==> src/rtl/controller_pkg.sv <==
// ============================================================================
// Module : controller_pkg
// Brief  : Shared types and constants for the controller responder.
// Rev    : 1.0
// ============================================================================
`default_nettype none

package controller_pkg;

    typedef enum logic [1:0] {
        IDLE  = 2'd0,
        LOAD  = 2'd1,
        SHIFT = 2'd2,
        DONE  = 2'd3
    } state_t;

    localparam int NUM_BUTTONS = 8;

    localparam int BTN_A      = 0;
    localparam int BTN_B      = 1;
    localparam int BTN_SELECT = 2;
    localparam int BTN_START  = 3;
    localparam int BTN_UP     = 4;
    localparam int BTN_DOWN   = 5;
    localparam int BTN_LEFT   = 6;
    localparam int BTN_RIGHT  = 7;

endpackage

`default_nettype wire

==> src/rtl/sync_edge.sv <==
// ============================================================================
// Module : sync_edge
// Brief  : 2-flop synchronizer with a registered rise/fall edge detector.
// Rev    : 1.0
// ============================================================================
`default_nettype none

module sync_edge (
    input  logic clk,
    input  logic rst,
    input  logic async_i,
    output logic level_o,
    output logic rise_o,
    output logic fall_o
);

    logic meta_q;
    logic sync_q;
    logic prev_q;

    always_ff @(posedge clk or posedge rst) begin
        if (rst) begin
            meta_q <= 1'b0;
            sync_q <= 1'b0;
            prev_q <= 1'b0;
        end else begin
            meta_q <= async_i;
            sync_q <= meta_q;
            prev_q <= sync_q;
        end
    end

    assign level_o = sync_q;
    assign rise_o  = sync_q & ~prev_q;
    assign fall_o  = ~sync_q & prev_q;

endmodule

`default_nettype wire

==> src/rtl/controller_responder.sv <==
// ============================================================================
// Module : controller_responder
// Brief  : Serial game-controller responder (latch / pulse / data).
//          Optional per-button debounce: define BUTTON_DEBOUNCE_EN.
// Rev    : 1.0
// ============================================================================
`default_nettype none

module controller_responder
    import controller_pkg::*;
#(
    parameter int DEBOUNCE_CYCLES = 16
) (
    input  logic       clk,
    input  logic       rst,
    input  logic       latch,
    input  logic       pulse,
    input  logic [7:0] buttons,
    output logic       data
);

    logic w_latch_lvl, w_latch_rise, w_latch_fall;
    logic w_pulse_lvl, w_pulse_rise, w_pulse_fall;
    logic w_unused;

    sync_edge u_latch_sync (
        .clk     (clk),
        .rst     (rst),
        .async_i (latch),
        .level_o (w_latch_lvl),
        .rise_o  (w_latch_rise),
        .fall_o  (w_latch_fall)
    );

    sync_edge u_pulse_sync (
        .clk     (clk),
        .rst     (rst),
        .async_i (pulse),
        .level_o (w_pulse_lvl),
        .rise_o  (w_pulse_rise),
        .fall_o  (w_pulse_fall)
    );

    assign w_unused = &{1'b0, w_latch_rise, w_pulse_lvl, w_pulse_fall};

    if (DEBOUNCE_CYCLES < 1) begin : g_param_check
        $error("DEBOUNCE_CYCLES must be at least 1");
    end

    logic [NUM_BUTTONS-1:0] w_btn;

`ifdef BUTTON_DEBOUNCE_EN
    localparam int CNT_W = $clog2(DEBOUNCE_CYCLES + 1);

    for (genvar i = 0; i < NUM_BUTTONS; i++) begin : g_debounce
        logic [CNT_W-1:0] cnt_q;
        logic             filt_q;

        // Counter only runs while raw disagrees with the filtered level.
        always_ff @(posedge clk or posedge rst) begin
            if (rst) begin
                cnt_q  <= '0;
                filt_q <= 1'b0;
            end else if (buttons[i] == filt_q) begin
                cnt_q  <= '0;
            end else if (cnt_q == CNT_W'(DEBOUNCE_CYCLES - 1)) begin
                cnt_q  <= '0;
                filt_q <= buttons[i];
            end else begin
                cnt_q  <= cnt_q + 1'b1;
            end
        end

        assign w_btn[i] = filt_q;
    end
`else
    assign w_btn = buttons;
`endif

    state_t                 state_q, state_d;
    logic [2:0]             cnt_q, cnt_d;
    logic [NUM_BUTTONS-1:0] snap_q, snap_d;
    logic                   data_q, data_d;
    logic [2:0]             w_next_idx;

    assign w_next_idx = cnt_q + 3'd1;

    always_ff @(posedge clk or posedge rst) begin
        if (rst) begin
            state_q <= IDLE;
            cnt_q   <= 3'd0;
            snap_q  <= 8'h00;
            data_q  <= 1'b1;
        end else begin
            state_q <= state_d;
            cnt_q   <= cnt_d;
            snap_q  <= snap_d;
            data_q  <= data_d;
        end
    end

    always_comb begin
        state_d = state_q;
        cnt_d   = cnt_q;
        snap_d  = snap_q;
        data_d  = data_q;

        // A held latch wins over everything, including a coincident pulse edge.
        if (w_latch_lvl) begin
            state_d = LOAD;
            cnt_d   = 3'd0;
            snap_d  = w_btn;
            data_d  = ~w_btn[0];
        end else begin
            case (state_q)
                LOAD: begin
                    cnt_d  = 3'd0;
                    snap_d = w_btn;
                    data_d = ~w_btn[0];
                    if (w_latch_fall) begin
                        state_d = SHIFT;
                    end
                end
                SHIFT: begin
                    if (w_pulse_rise) begin
                        if (cnt_q == 3'd7) begin
                            state_d = DONE;
                            data_d  = 1'b1;
                        end else begin
                            cnt_d  = w_next_idx;
                            data_d = ~snap_q[w_next_idx];
                        end
                    end
                end
                IDLE, DONE: begin
                    data_d = 1'b1;
                end
                default: begin
                    state_d = IDLE;
                    data_d  = 1'b1;
                end
            endcase
        end
    end

    assign data = data_q;

endmodule

`default_nettype wire

==> config.mk <==
export PLATFORM = sky130hd
export DESIGN_NAME = controller_responder
export DESIGN_NICKNAME = d
export VERILOG_FILES = /design/src/rtl/controller_pkg.sv /design/src/rtl/sync_edge.sv /design/src/rtl/controller_responder.sv
export SDC_FILE = /design/constraint.sdc
export NUM_CORES = 1
export LEC_CHECK = 0
export ABC_AREA = 1
export BUFFER_PORTS_ARGS = -buffer_cell sky130_fd_sc_hd__clkbuf_2
export CORE_ASPECT_RATIO = 1.4
export CORE_UTILIZATION = 47
export CTS_CLUSTER_DIAMETER = 100
export DETAILED_ROUTE_END_ITERATION = 6
export GPL_ROUTABILITY_DRIVEN = 0
export PLACE_DENSITY = 0.7
export SYNTH_ARGS = -nofsm -noshare
export SYNTH_HDL_FRONTEND = slang
export SYNTH_SLANG_ARGS = --single-unit
export TNS_END_PERCENT = 30
==> constraint.sdc <==
create_clock -name clk -period 1.3 [get_ports clk]
set_input_delay 0.13 -clock clk [delete_from_list [all_inputs] [get_ports clk]]
set_output_delay 0.13 -clock clk [all_outputs]
set_load 0.01 [all_outputs]
# == Yosys cells after proc, flatten, opt, wreduce, memory -nomap -nowiden ==
# Cells that the tools add are included.
# classes
addsub,1
magnitude_cmp,1
eq_ne,8
mux,17
bitwise_logic,6
n_reduce_logical,6
# op_table
op,n
8-bit two-way mux,2
3-bit two-way mux,3
2-bit two-way mux,4
"3-bit by 1-bit != test with 1-bit output, second input constant",2
"3-bit by 2-bit != test with 1-bit output, second input constant",2
3-bit case mux with 2 select lines,1
"2-bit == test, second input constant",2
"3-bit by 4-bit < comparator with 1-bit output, second input constant",1
1-bit two-way mux,4
1-bit NOT,4
2-bit case mux with 2 select lines,1
4-bit AND reduction,1
"3-bit by 1-bit adder with 3-bit output, second input constant",1
1-bit binary-select mux with 3-bit select,1
"3-bit == test, second input constant",1
1-bit case mux with 3 select lines,1
3-bit AND reduction,1
3-bit nonzero test,1
1-bit AND,2
"2-bit by 1-bit == test with 1-bit output, second input constant",1
2-bit logical NOT,1
2-bit nonzero test,1
2-bit OR reduction,1
# totals
reg_bits,20
input_bits,12
out_inout_bits,1
elab_cells,49

# == Longest topological paths before layout ==
# depth
word_depth,8
depth_mapped,9
depth_no_buf,9

# == By module ==
# From an unflattened synthesis, not the netlist that was laid out.
# hier_totals
hier_cells,111
area_unflattened_um2,942.2
# modules_own_cells
mod,n_inst,cells_each,area_each_um2,seq_area_each_um2
controller_responder,1,95,754.5,351.6
sync_edge,2,8,93.8,75.1

# == Least setup slack after synthesis ==
# No wires, ideal clock.
# synth_timing
kind,flip-flop to flip-flop
start,reg state_q[0]
end,reg state_q[0]
setup_ps,129
t_arrival_ps,1214
t_required_ps,1171
path_slack_ps,-43
stages_incl_launch_ff,10
n_path_buf,0
synth_period_minus_slack_ps,1343
path_cell_list,dfrtp_1 -> inv_1 -> ha_1 -> inv_1 -> nor2_1 -> nand2_1 -> nand2_1 -> a21oi_1 -> o21ai_0 -> o21ai_0
# synth_between
elab_chain_cells,3
word_cells_on_any_way,9
classes_between,eq/ne: 5; mux: 2; reduce/logical: 2
# synth_lines
element,line_no,text
"start, declared",controller_responder.sv:80,"state_t state_q, state_d;"
"start signal, assigned",controller_responder.sv:95,state_q <= state_d;
2-bit by 1-bit == test with 1-bit output / 2-bit == test (equally long branches),controller_responder.sv:115,case (state_q)
"3-bit by 1-bit != test with 1-bit output (no source line), or another cell as far along",-,
4-bit AND reduction (no source line) / 2-bit two-way mux (equally long branches),-,
# Parallel ways exist; a longest one is shown, timed or not.
# A chain may end at the register's enable or synchronous reset.

# == Final worst setup path ==
# layout_timing
start,reg state_q[0]
end,reg cnt_q[2]
# layout_between
elab_chain_cells,3
word_cells_on_any_way,8
classes_between,eq/ne: 4; mux: 2; reduce/logical: 2
# layout_lines
element,line_no,text
2-bit == test / 2-bit by 1-bit == test with 1-bit output (equally long branches),controller_responder.sv:115,
"3-bit by 2-bit != test with 1-bit output (no source line), or another cell as far along",-,
3-bit AND reduction (no source line) / 3-bit two-way mux (equally long branches),-,
"end signal, assigned",controller_responder.sv:96,cnt_q <= cnt_d;
"end, declared",controller_responder.sv:81,"logic [2:0] cnt_q, cnt_d;"
# Parallel ways exist; a longest one is shown, timed or not.

==> summary.txt <==
Pwr per Cell Area - 2080 nW/µm²
Final worst path period need - 1.37 ns
Slew margin rel. - 78.8%
Register area - 503 µm²
Initial antenna violation count - 0
Run status - finished with violations
Synth Area in Simple Gates - 16.8%
Clock Latency Late Sink - 0.30 ns
Largest net degree at the start of global routing - 15
Ys Warns - 0
Sequential power share - 31.7%
Leakage - 0.642 nW
Mapped cell area - 908 µm²
WS Path Type - reg2reg
Core Area - 1780 µm²
Worst Setup Start Kind - flip-flop
# Max-Cap Violations - 0
Clock root cell - clkbuf_4
Library cells used by synthesis - 14
Wire per inst - 13.3 µm
Cell internal pwr - 1.75 mW
Gate power share - 50.1%
Finished Layout Cells - 155
Antenna Nets Post-Route - 0
Synth cell count leaders - inv_1 (21), dfrtp_1 (19), nand2_1 (18)
DRC Markers - 0
#FFs+latches synth - 20
Vias in the first global route - 757
Finish-stage setup viols - 5
Clock power frac - 18.2%
First-pass GRT wire length - 3060 µm
Nets - 153
CTS sink cnt - 20
Mapped Cells - 103
CTS tree - done
Footprint of the multi-input gates - 455 µm²
Skew final - 0.00257 ns
Mapped Nets - 120
Worst-path clk slew - 0.11 ns
Top-count cell post-synth - inv_1
Main combinational cell family by area after synthesis - simple AND/OR/NAND/NOR gates
Starting Density - 51.1%
GRT overflow - 0
Leading area contributor after synthesis - dfrtp_1
Maximum vdd drop - 0.00148 V
GR Util All Layers - 21.1%
Detailed Routing Iterations Pass 1 - 4
I/O pins - 13
Final core utilization - 74.4%
DRT iter0 DRCs - 12
CP Capture Type - flip-flop
Placed Cells - 143
PortBufs - 12
Worst min path class - in2reg
Failing checks - negative setup slack
RSZ-0062 raised after global routing - yes
Xor/xnor share of the synthesized area - 0%
Area Growth Syn to Fin - 45.7%
Multiplexer share of the synthesized area - 1.24%
Syn_area_per_cell - 8.82 µm²
Top FF cell, synth - dfrtp_1
Sequential-to-total area share from yosys stat - 55.2%
Measured slew at the worst slew-check pin - 0.318 ns
# fillers - 128
Share of the synthesized area in the top cell type - 52.3%
Vias/cell - 5.10
Wirelength, routed - 2070 µm
Area contributors post-synth - dfrtp_1 (52%), inv_1 (8.7%), nand2_1 (7.4%)
Adder-Cell Fraction of Synth Area - 6.89%
Net Sw Power - 1.00 mW
Arrival time of the worst setup path - 1.56 ns
Compound-gate portion of the synthesized area - 10.3%
Fmax achieved - 0.731 GHz
Num CTS Buffers - 3
Number of flops mapped to enable cells by yosys - 0
DIE AREA - 2110 µm²
Vias - 791
Share of cells above drive strength 1 - 42.2%
Rows - 18
Depth of the CTS H-tree - 1
Sw frac - 36.4%
Die height - 54.0 µm
Final WS setup - -0.0686 ns
Worst EP required - 1.49 ns
Final worst-path cycle share - 105%
Die Width - 39.2 µm
Max Buffers Root-to-Sink - 2
Hpwl dp - 1350 µm
Worst Path Max Fanout - 2
Async set-reset flop share out of synthesis - 100%
Endpoints failing hold - 0
Ant. Diodes - 0
Max-slew violation count - 0
-- cells by family (layout without fill, tap and decap cells) --
kind of cell / Yosys count / after routing
and+or+nand+nor: 37 / 37
buffers and inverters: 22 / 54
DFF: 20 / 20
AOI/OAI and AO/OA: 18 / 18
adders and majority gates: 5 / 5
muxes: 1 / 1
-- state kept, by name, indices dropped and copies added, names as in the netlist --
signal	count
snap_q	8
u_pulse_sync.level_o	1
u_pulse_sync.prev_q	1
u_latch_sync.meta_q	1
u_pulse_sync.meta_q	1
state_q	2
cnt_q	3
data	1
u_latch_sync.level_o	1
u_latch_sync.prev_q	1
-- what timing repair did --
action | CTS | global route
hold buffers | 3 | 0
resized for setup | 14 | 25
hold endpoints to repair | 9 | 0
pin swaps | 2 | 14
endpoints found under the setup margin | 14 | 14
buffers inserted | 2 | 3
gates cloned | 0 | 0
-- path summary, 6_finish.rpt --
path | depth (start not counted) | slack (ns) | startpoint | end
setup / recovery | 8 | -0.07 | state_q[0] | cnt_q[2]
hold / removal | 3 | 0.07 | buttons[7] | snap_q[7]
setup reg to reg | 8 | -0.07 | state_q[0] | cnt_q[2]
hold reg to reg | 0 | 0.37 | u_latch_sync.meta_q | u_latch_sync.level_o
max in group asynchronous | 4 | 0.54 | rst | snap_q[4]
min in group asynchronous | 3 | 0.28 | rst | u_latch_sync.prev_q
-- metrics by stage --
stage                     setup slack [ns]  instance area (µm²)  power, mW  hold WS [ns]  setup TNS [ns]
final                              -0.0686                 1320       2.76        0.0674          -0.205
after detailed placement            -0.157                 1060       1.74        0.0790          -0.599
after global routing                -0.132                 1320       2.94        0.0693          -0.689
after global placement             -0.0125                 1060       1.69        0.0749         -0.0460
after CTS                          -0.0296                 1210       2.40        0.0571          -0.268
after floorplan                    -0.0143                  913       1.43        0.0931         -0.0323
-- metal layers --
metal  global-route usage [%]  part of all wire, %  up-vias
met5                        0                    0        -
met4                     8.62                  2.1        0
met3                     2.48                  2.2        6
met2                     40.8                   60       15
met1                     21.7                   35      382
li1                         -                    -      388
-- cell type report --
cell class	instances	share of cell area (%)
Sequential cell	20	38.0
Multi-Input combinational cell	61	34.4
Timing Repair Buffer	29	15.6
Inverter	21	6.14
Clock inverter	1	2.27
Tap cell	20	1.89
Clock buffer	3	1.70
-- worst max-delay path, cell delays in order, from the launching register on --
cell,delay [ns]
dfrtp_1,0.42
inv_2,0.08
ha_4,0.14
inv_4,0.04
nor2_4,0.10
nand2_2,0.09
buf_6,0.13
nand4_1,0.14
o22ai_1,0.11
-- power by group through the flow --
stage / clock network, mW / logic, mW / registers, mW
global placement: 0 / 0.838 / 0.854
detailed placement: 0 / 0.877 / 0.860
CTS: 0.514 / 1.03 / 0.856
finish: 0.503 / 1.38 / 0.872
global route: 0.527 / 1.51 / 0.895
floorplan: 0 / 0.557 / 0.869
-- cells in the final DEF, fill, tap and decap left out --
cell,instances
dfrtp_1,18
inv_1,15
nand2_1,15
clkbuf_2,12
buf_4,11
nor2_1,8
a21oi_1,7
inv_2,5
nand3_1,5
ha_4,4
o21ai_1,3
clkbuf_4,3
dlygate4sd3_1,3
buf_6,3
nand2_2,2
a21oi_4,2
nand3_2,2
nor2_2,1
inv_4,1
o22ai_4,1
nor2_4,1
nand2_4,1
o21ai_2,1
nand4_1,1
o22ai_2,1
o21ai_0,1
or2_4,1
a21oi_2,1
o22ai_1,1
mux2_2,1
ha_1,1
bufinv_16,1
dfstp_2,1
dfrtp_2,1
Power figures use the tool's default switching activity.
